### config.mk
export PLATFORM = sky130hd
export DESIGN_NAME = hazard_game_ctrl
export DESIGN_NICKNAME = d
export VERILOG_FILES = /design/src/rtl/hazard_game_ctrl.sv
export SDC_FILE = /design/constraint.sdc
export NUM_CORES = 1
export LEC_CHECK = 0
export CAP_MARGIN = 10
export CORE_UTILIZATION = 40
export CTS_CLUSTER_DIAMETER = 30
export DETAILED_ROUTE_END_ITERATION = 10
export GPL_ROUTABILITY_DRIVEN = 1
export PLACE_DENSITY = 0.76
export SYNTH_ARGS = -nofsm -noshare
export SYNTH_HDL_FRONTEND = slang
export SYNTH_SLANG_ARGS = --single-unit
### constraint.sdc
create_clock -name clk -period 5.45 [get_ports clk]
set_clock_uncertainty 0.1 [all_clocks]
set_input_delay 1.09 -clock clk [delete_from_list [all_inputs] [get_ports clk]]
set_output_delay 1.09 -clock clk [all_outputs]
set_load 0.1 [all_outputs]
### src/rtl/hazard_game_ctrl.sv
// hazard_game_ctrl: LFSR hazard grid game controller with lives,
// post-hit cooldown and saturating survival score.
// Ports: clk, rst (async high), tick (game-rate strobe),
//   start_op (level button), box (player cells) ->
//   game_state (00 INIT/01 PLAY/10 FINISH), fire_state,
//   life, score, hit_flag (damage pulse), high_score.
// Optional: define HAZARD_HIGH_SCORE_EN to keep the best
//   score since reset; otherwise high_score is tied to 0.
module hazard_game_ctrl #(
  parameter int                 N_CELLS      = 9,
  parameter logic [N_CELLS-1:0] TAP_MASK     = 9'h131,
  parameter logic [N_CELLS-1:0] SEED         = 9'h124,
  parameter int                 LIFE_INIT    = 3,
  parameter int                 LIFE_W       = 2,
  parameter int                 SCORE_W      = 8,
  parameter int                 HIT_COOLDOWN = 2
) (
  input  logic               clk,
  input  logic               rst,
  input  logic               tick,
  input  logic               start_op,
  input  logic [N_CELLS-1:0] box,
  output logic [1:0]         game_state,
  output logic [N_CELLS-1:0] fire_state,
  output logic [LIFE_W-1:0]  life,
  output logic [SCORE_W-1:0] score,
  output logic               hit_flag,
  output logic [SCORE_W-1:0] high_score
);

  localparam int HW  = $clog2(N_CELLS + 1);
  localparam int CW  = (HW > LIFE_W) ? HW : LIFE_W;
  localparam int CDW = (HIT_COOLDOWN > 0) ?
                       $clog2(HIT_COOLDOWN + 1) : 1;

  typedef enum logic [1:0] {
    S_INIT   = 2'b00,
    S_PLAY   = 2'b01,
    S_FINISH = 2'b10
  } state_t;

  state_t state_q, state_d;

  logic               start_q, start_re;
  logic [N_CELLS-1:0] fire_q, fire_shift, fire_next;
  logic [LIFE_W-1:0]  life_q, life_dmg;
  logic [SCORE_W-1:0] score_q;
  logic [CDW-1:0]     cd_q;
  logic               hit_q;
  logic [HW-1:0]      hits;
  logic [CW-1:0]      hits_x, life_x;
  logic               fb;
  logic               do_init, do_tick, damage, end_game;

  assign start_re = start_op & ~start_q;

  always_ff @(posedge clk or posedge rst) begin
    if (rst) start_q <= 1'b0;
    else     start_q <= start_op;
  end

  // state register
  always_ff @(posedge clk or posedge rst) begin
    if (rst) state_q <= S_INIT;
    else     state_q <= state_d;
  end

  // next-state logic
  always_comb begin
    state_d = state_q;
    unique case (state_q)
      S_INIT:   if (start_re)      state_d = S_PLAY;
      S_PLAY:   if (life_q == '0)  state_d = S_FINISH;
      S_FINISH: if (start_re)      state_d = S_INIT;
      default:                     state_d = S_INIT;
    endcase
  end

  // FSM outputs / datapath controls
  always_comb begin
    game_state = state_q;
    do_init    = (state_q == S_INIT);
    do_tick    = (state_q == S_PLAY) && tick;
    end_game   = (state_q == S_PLAY) &&
                 (state_d == S_FINISH);
  end

  always_comb begin
    hits = '0;
    for (int i = 0; i < N_CELLS; i++)
      hits = hits + HW'(box[i] & fire_q[i]);
  end

  assign fb         = ^(fire_q & TAP_MASK);
  assign fire_shift = {fire_q[N_CELLS-2:0], fb};
  // an all-zero LFSR would never leave zero, so reseed
  assign fire_next  = (fire_shift == '0) ?
                      SEED : fire_shift;

  assign hits_x   = CW'(hits);
  assign life_x   = CW'(life_q);
  assign life_dmg = (hits_x >= life_x) ? '0 :
                    life_q - LIFE_W'(hits);
  assign damage   = do_tick && (cd_q == '0) &&
                    (hits != '0);

  always_ff @(posedge clk or posedge rst) begin
    if (rst) begin
      fire_q  <= SEED;
      life_q  <= LIFE_W'(LIFE_INIT);
      score_q <= '0;
      cd_q    <= '0;
      hit_q   <= 1'b0;
    end else begin
      hit_q <= damage;
      if (do_init) begin
        fire_q  <= SEED;
        life_q  <= LIFE_W'(LIFE_INIT);
        score_q <= '0;
        cd_q    <= '0;
      end else if (do_tick) begin
        fire_q <= fire_next;
        if (damage) begin
          life_q <= life_dmg;
          cd_q   <= CDW'(HIT_COOLDOWN);
        end else if (cd_q != '0) begin
          cd_q <= cd_q - 1'b1;
        end
        if (hits == '0 && score_q != '1)
          score_q <= score_q + 1'b1;
      end
    end
  end

  assign fire_state = fire_q;
  assign life       = life_q;
  assign score      = score_q;
  assign hit_flag   = hit_q;

`ifdef HAZARD_HIGH_SCORE_EN
  logic [SCORE_W-1:0] hs_q;

  always_ff @(posedge clk or posedge rst) begin
    if (rst)
      hs_q <= '0;
    else if (end_game && score_q > hs_q)
      hs_q <= score_q;
  end

  assign high_score = hs_q;
`else
  logic unused_end_game;
  assign unused_end_game = end_game;
  assign high_score      = '0;
`endif

endmodule
Word level (Yosys, flattened, before mapping)
Index checks and enable logic that the tools add are counted.

operators by class
  $add $sub $neg = 11
  eq/ne operators = 6
  bitwise logic cells = 11
  magnitude comparators = 1
  reduce and logical (&&, ||, !) cells = 20
  mux-type cells = 18

operators by type and width
  cell                 count
  $mux 9               3
  $mux 8               3
  $mux 2               11
  $add 4x1->4          5
  $and 1x1->1          10
  $logic_not 9->1      1
  $reduce_xor 9->1     1
  $add 8x1->8 const B  1
  $ne 8x8->1 const B   1
  $reduce_bool 2->1    4
  $logic_not 2->1      3
  $ne 2x2->1 const B   3
  $pmux 2 s3           1
  $reduce_and 2->1     3
  $add 3x1->4          1
  $ge 4x2->1           1
  $logic_and 1x1->1    4
  $logic_not 4->1      1
  $reduce_bool 4->1    1
  $add 2x1->3          1
  $reduce_and 3->1     1
  $reduce_bool 3->1    1
  $add 1x1->2          1
  $eq 2x1->1 const B   1
  other kinds (4)      4

storage, ports and cells
  bits in registers = 25
  input port bits = 13

Depth between registers and ports, before layout
Gate-level depths: netlist of run 1.

  depth in word-level cells = 14
  mapped depth = 12

Least setup slack after synthesis of run 1
No wires, ideal clock.

  kind = in2reg
  from = input box[0]
  to = register score_q[7], in the netlist score[7]
  library setup time = 0.083 ns
  slack = 0.391 ns
  arrival = 4.875 ns
  cell stages on the path = 11
  path through = nand2_1 fa_1 inv_1 fa_1 fa_1 fa_1 fa_1 nor4_2 a31oi_2 or4_1 a21oi_1

on the way
  longest elaborated chain between the ends = 13

RTL lines
  element                             RTL line  source
  from (decl)                         22        input logic [N_CELLS-1:0] box,
  $and 1x1->1                         91        hits = hits + HW'(box[i] & fire_q[i]);
  $add 1x1->2                         91
  $add 2x1->3                         91
  $add 3x1->4                         91
  $add 4x1->4 (5 in series)           91
  $logic_not 4->1                     129       if (hits == '0 && score_q != '1)
  $logic_and 1x1->1                   129
  $reduce_bool 2->1 (no source line)  -
  $reduce_and 2->1 (no source line)   -
  to (signal assigned)                130       score_q <= score_q + 1'b1;
  to (decl)                           47        logic [SCORE_W-1:0] score_q;

No other way between the ends.
A chain may end at the register's enable or synchronous reset.

Worst setup path in the final report of run 1
Same ends and word-level chain as after synthesis.

==> metrics.csv, run 1 <==
metric;value;unit
CTS Buffer Depth;2;
vias in the first global route;1313;
Post-Syn Area;0.00163;mm^2
worst-case reg-to-reg path depth;11;
die width;65.7;um
Initial Utilization;43.1;%
Crit. Startpoint;box[0];
CTS Root Buffer Type;clkbuf_8;
GRT Resource Usage Total;17.6;%
Seq/Total Area, Yosys;38.9;%
HPWL Detailed;2560;um
Residual DRC;0;
hold buffer count at cts;0;
area occupied by multi-input gates;911;um^2
die height;65.7;um
antenna cells;0;
CP Capture Type;flop;
post-synthesis cell count;172;
most frequent CP cell;fa_1;
Hold Crit Start;start_q;
Synth Area per Inst;9.45;um^2
Post-synth ARST share;100;%
crit path cell chain;clkdlybuf4s50_1 -> nand2_1 -> fa_1 -> inv_1 -> fa_1 -> fa_1 -> fa_1 -> fa_2 -> nor4_4 -> a31oi_2 -> or4_1 -> a21oi_1;
Area Overhead vs Synth;27.5;%
clk slew on worst S/H paths;0.09;ns
die area;0.00432;mm^2
required time of the critical path;5.54;ns
FF/Latch Area;632;um^2
FF-to-FF Start;fire_state[0];
Clock Latency Late Sink;0.27;ns
core footprint;0.00377;mm^2
global-route wire length before repair;5890;um
drt via density;5.29;
row cnt;22;
# IOs;43;
Synth cell types;48;
slowest CP cell;fa_1;
DR iter-0 viols;32;
number of port buffers;34;
Primary FF master, synth;dfrtp_1;
share of layout cells above drive strength 1;10.6;%
worst slack, placed;-0.142;ns
Post-synth EDFFs;0;
#FFs+latches synth;25;
headroom to the max-slew limit;34.3;%
H-tree lvl count;1;
Detail Route Antenna Nets;0;
Fillers;330;
final setup margin;0.224;ns
cts bufs inserted;3;
drt pass-1 iters;4;
Hold Path Class;flop to flop;
via count;1354;
Final Hold Viols;0;
placer congestion estimate;0.806;
Tmin final;5.23;ns
startpoint types;primary input;
crit path DAT;5.32;ns
RSZ-0062 raised after global routing;no;
total negative slack;0;ns
initial antenna violation count;0;
Slew Viols, Final;0;
CTS tree;yes;
Crit Path Class;primary input to flop;
crit-path max cell delay;0.54;ns
Period Utilization, post-route;95.9;%
Clock Sinks;25;
total grt overflow;0;
final net count;234;
Critical Path Fanout Max;3;
synth warn;0;
mean routed wirelength per cell;13.5;um
Routed WL;3460;um
final setup fails;0;
hold depth;2;
Worst Max-Slew Pin Slew;0.982;ns
post-layout util;54.9;%
pin count of the biggest net entering global routing;26;
status;completed;
max cap viols;0;
maximum clock frequency;0.191;GHz
## cells by family (layout without fill, tap and decap cells)
family / Yosys count / after routing / synth area share [%]
AOI/OAI and AO/OA: 31 / 31 / 14.0
xor gates and xnor gates: 3 / 3 / 1.62
adders and majority gates: 12 / 12 / 11.5
buffers and inverters: 23 / 52 / 7.39
DFF: 25 / 25 / 38.9
muxes: 4 / 4 / 2.46
other: 1 / 8 / 0.231
and+or+nand+nor: 73 / 73 / 23.9
## worst max-delay path: cells and delay by family
family | cells | cell delay, ns
buf+inv | 2 | 0.50
fa+ha+maj | 5 | 2.58
compound gates | 2 | 0.25
simple gates | 3 | 0.88
## synthesized netlist by cell type, types with 4 or more instances
cell / instances / share of area [%]
a21oi_1: 6 / 1.8
and2_1: 6 / 2.3
buf_4: 8 / 3.7
dfrtp_1: 20 / 31
dfstp_2: 5 / 8.1
fa_1: 5 / 6.2
ha_1: 7 / 5.4
inv_1: 10 / 2.3
mux2i_1: 4 / 2.5
nand2_1: 25 / 5.8
nand3_1: 8 / 2.5
nand4_1: 5 / 1.9
nor2_1: 8 / 1.8
o21ai_0: 5 / 1.5
or3_1: 4 / 1.5
## final cells by class
class,instances,share of cell area (%)
inverter,10,1.81
multi-input combinational,131,44.0
timing repair buffer,38,18.5
clock buffer,3,1.99
sequential,25,30.5
clock inverter,1,0.362
tap,48,2.90
## cell usage in the layout, fill, tap and decap left out, types with 4 or more instances in the layout
master and instances:
or3_1 4, nand3_1 8, mux2i_1 4, o21ai_0 5
nor2_1 8, conb_1 8, fa_1 4, nand4_1 5
clkdlybuf4s50_1 34, nand2_1 25, a21oi_1 6, dfrtp_1 20
inv_1 10, dfstp_2 5, and2_1 6, ha_1 7
## metrics by stage
step | hold WS (ns) | area, um^2 | std cells
floorplan | 0.394 | 1650 | 179
detailed placement | 0.421 | 2010 | 252
finish | 0.430 | 2070 | 256
global placement | 0.415 | 2010 | 252
CTS | 0.436 | 2060 | 256
global route | 0.453 | 2070 | 256
## flip-flops by register name (all words and copies together), names as in the netlist
name and flops:
life 2, cd_q 2, start_q 1, hit_flag 1
game_state 2, fire_state 9, score 8
## layer usage
layer | track usage, % | part of all wire [%]
met1 | 22.1 | 46
met2 | 31.1 | 50
met3 | 2.78 | 4.1
met4 | 4.08 | 0.49
met5 | 0 | 0
## final timing paths
check	endpoint	slack, ns
max	score[7]	0.22
max in group asynchronous	start_q	3.48
min reg2reg	game_state[0]	0.43
min in group asynchronous	fire_state[1]	1.22
max reg2reg	score[7]	1.02
min	game_state[0]	0.43
## what timing repair did
item,4_1_cts,5_1_grt
buffers inserted,0,0
endpoints found under the setup margin,0,1
gates resized for setup,0,2
Power of run 1 is left out: the tool's default activity adds up to more than one toggle a clock period on the data nets, which glitch-free logic cannot reach.
==> inputs of run 2 (changes only) <==
Settings changed: CAP_MARGIN 10 to not set, MAX_ROUTING_LAYER set to met4.
==> results of run 2 <==
Same layout as run 1: the final DEF is identical, and so are final timing and power.
Main changes from that run: final weighted congestion in routability-driven placement 0.806 -> 0.818; overall routing resource usage 17.6% -> 18.1%
Power of run 2 is left out for the same reason.
==> inputs of run 3 (changes only) <==
Settings changed: CTS_BUF_LIST set to sky130_fd_sc_hd__clkbuf_8 sky130_fd_sc_hd__clkbuf_16, HOLD_SLACK_MARGIN set to 0.03, SLEW_MARGIN set to 10.
==> results of run 3 <==
Same layout as run 1: the final DEF is identical, and so are final timing and power.
Main changes from that run: final weighted congestion in routability-driven placement 0.806 -> 0.818; overall routing resource usage 17.6% -> 18.1%
Power of run 3 is left out for the same reason.
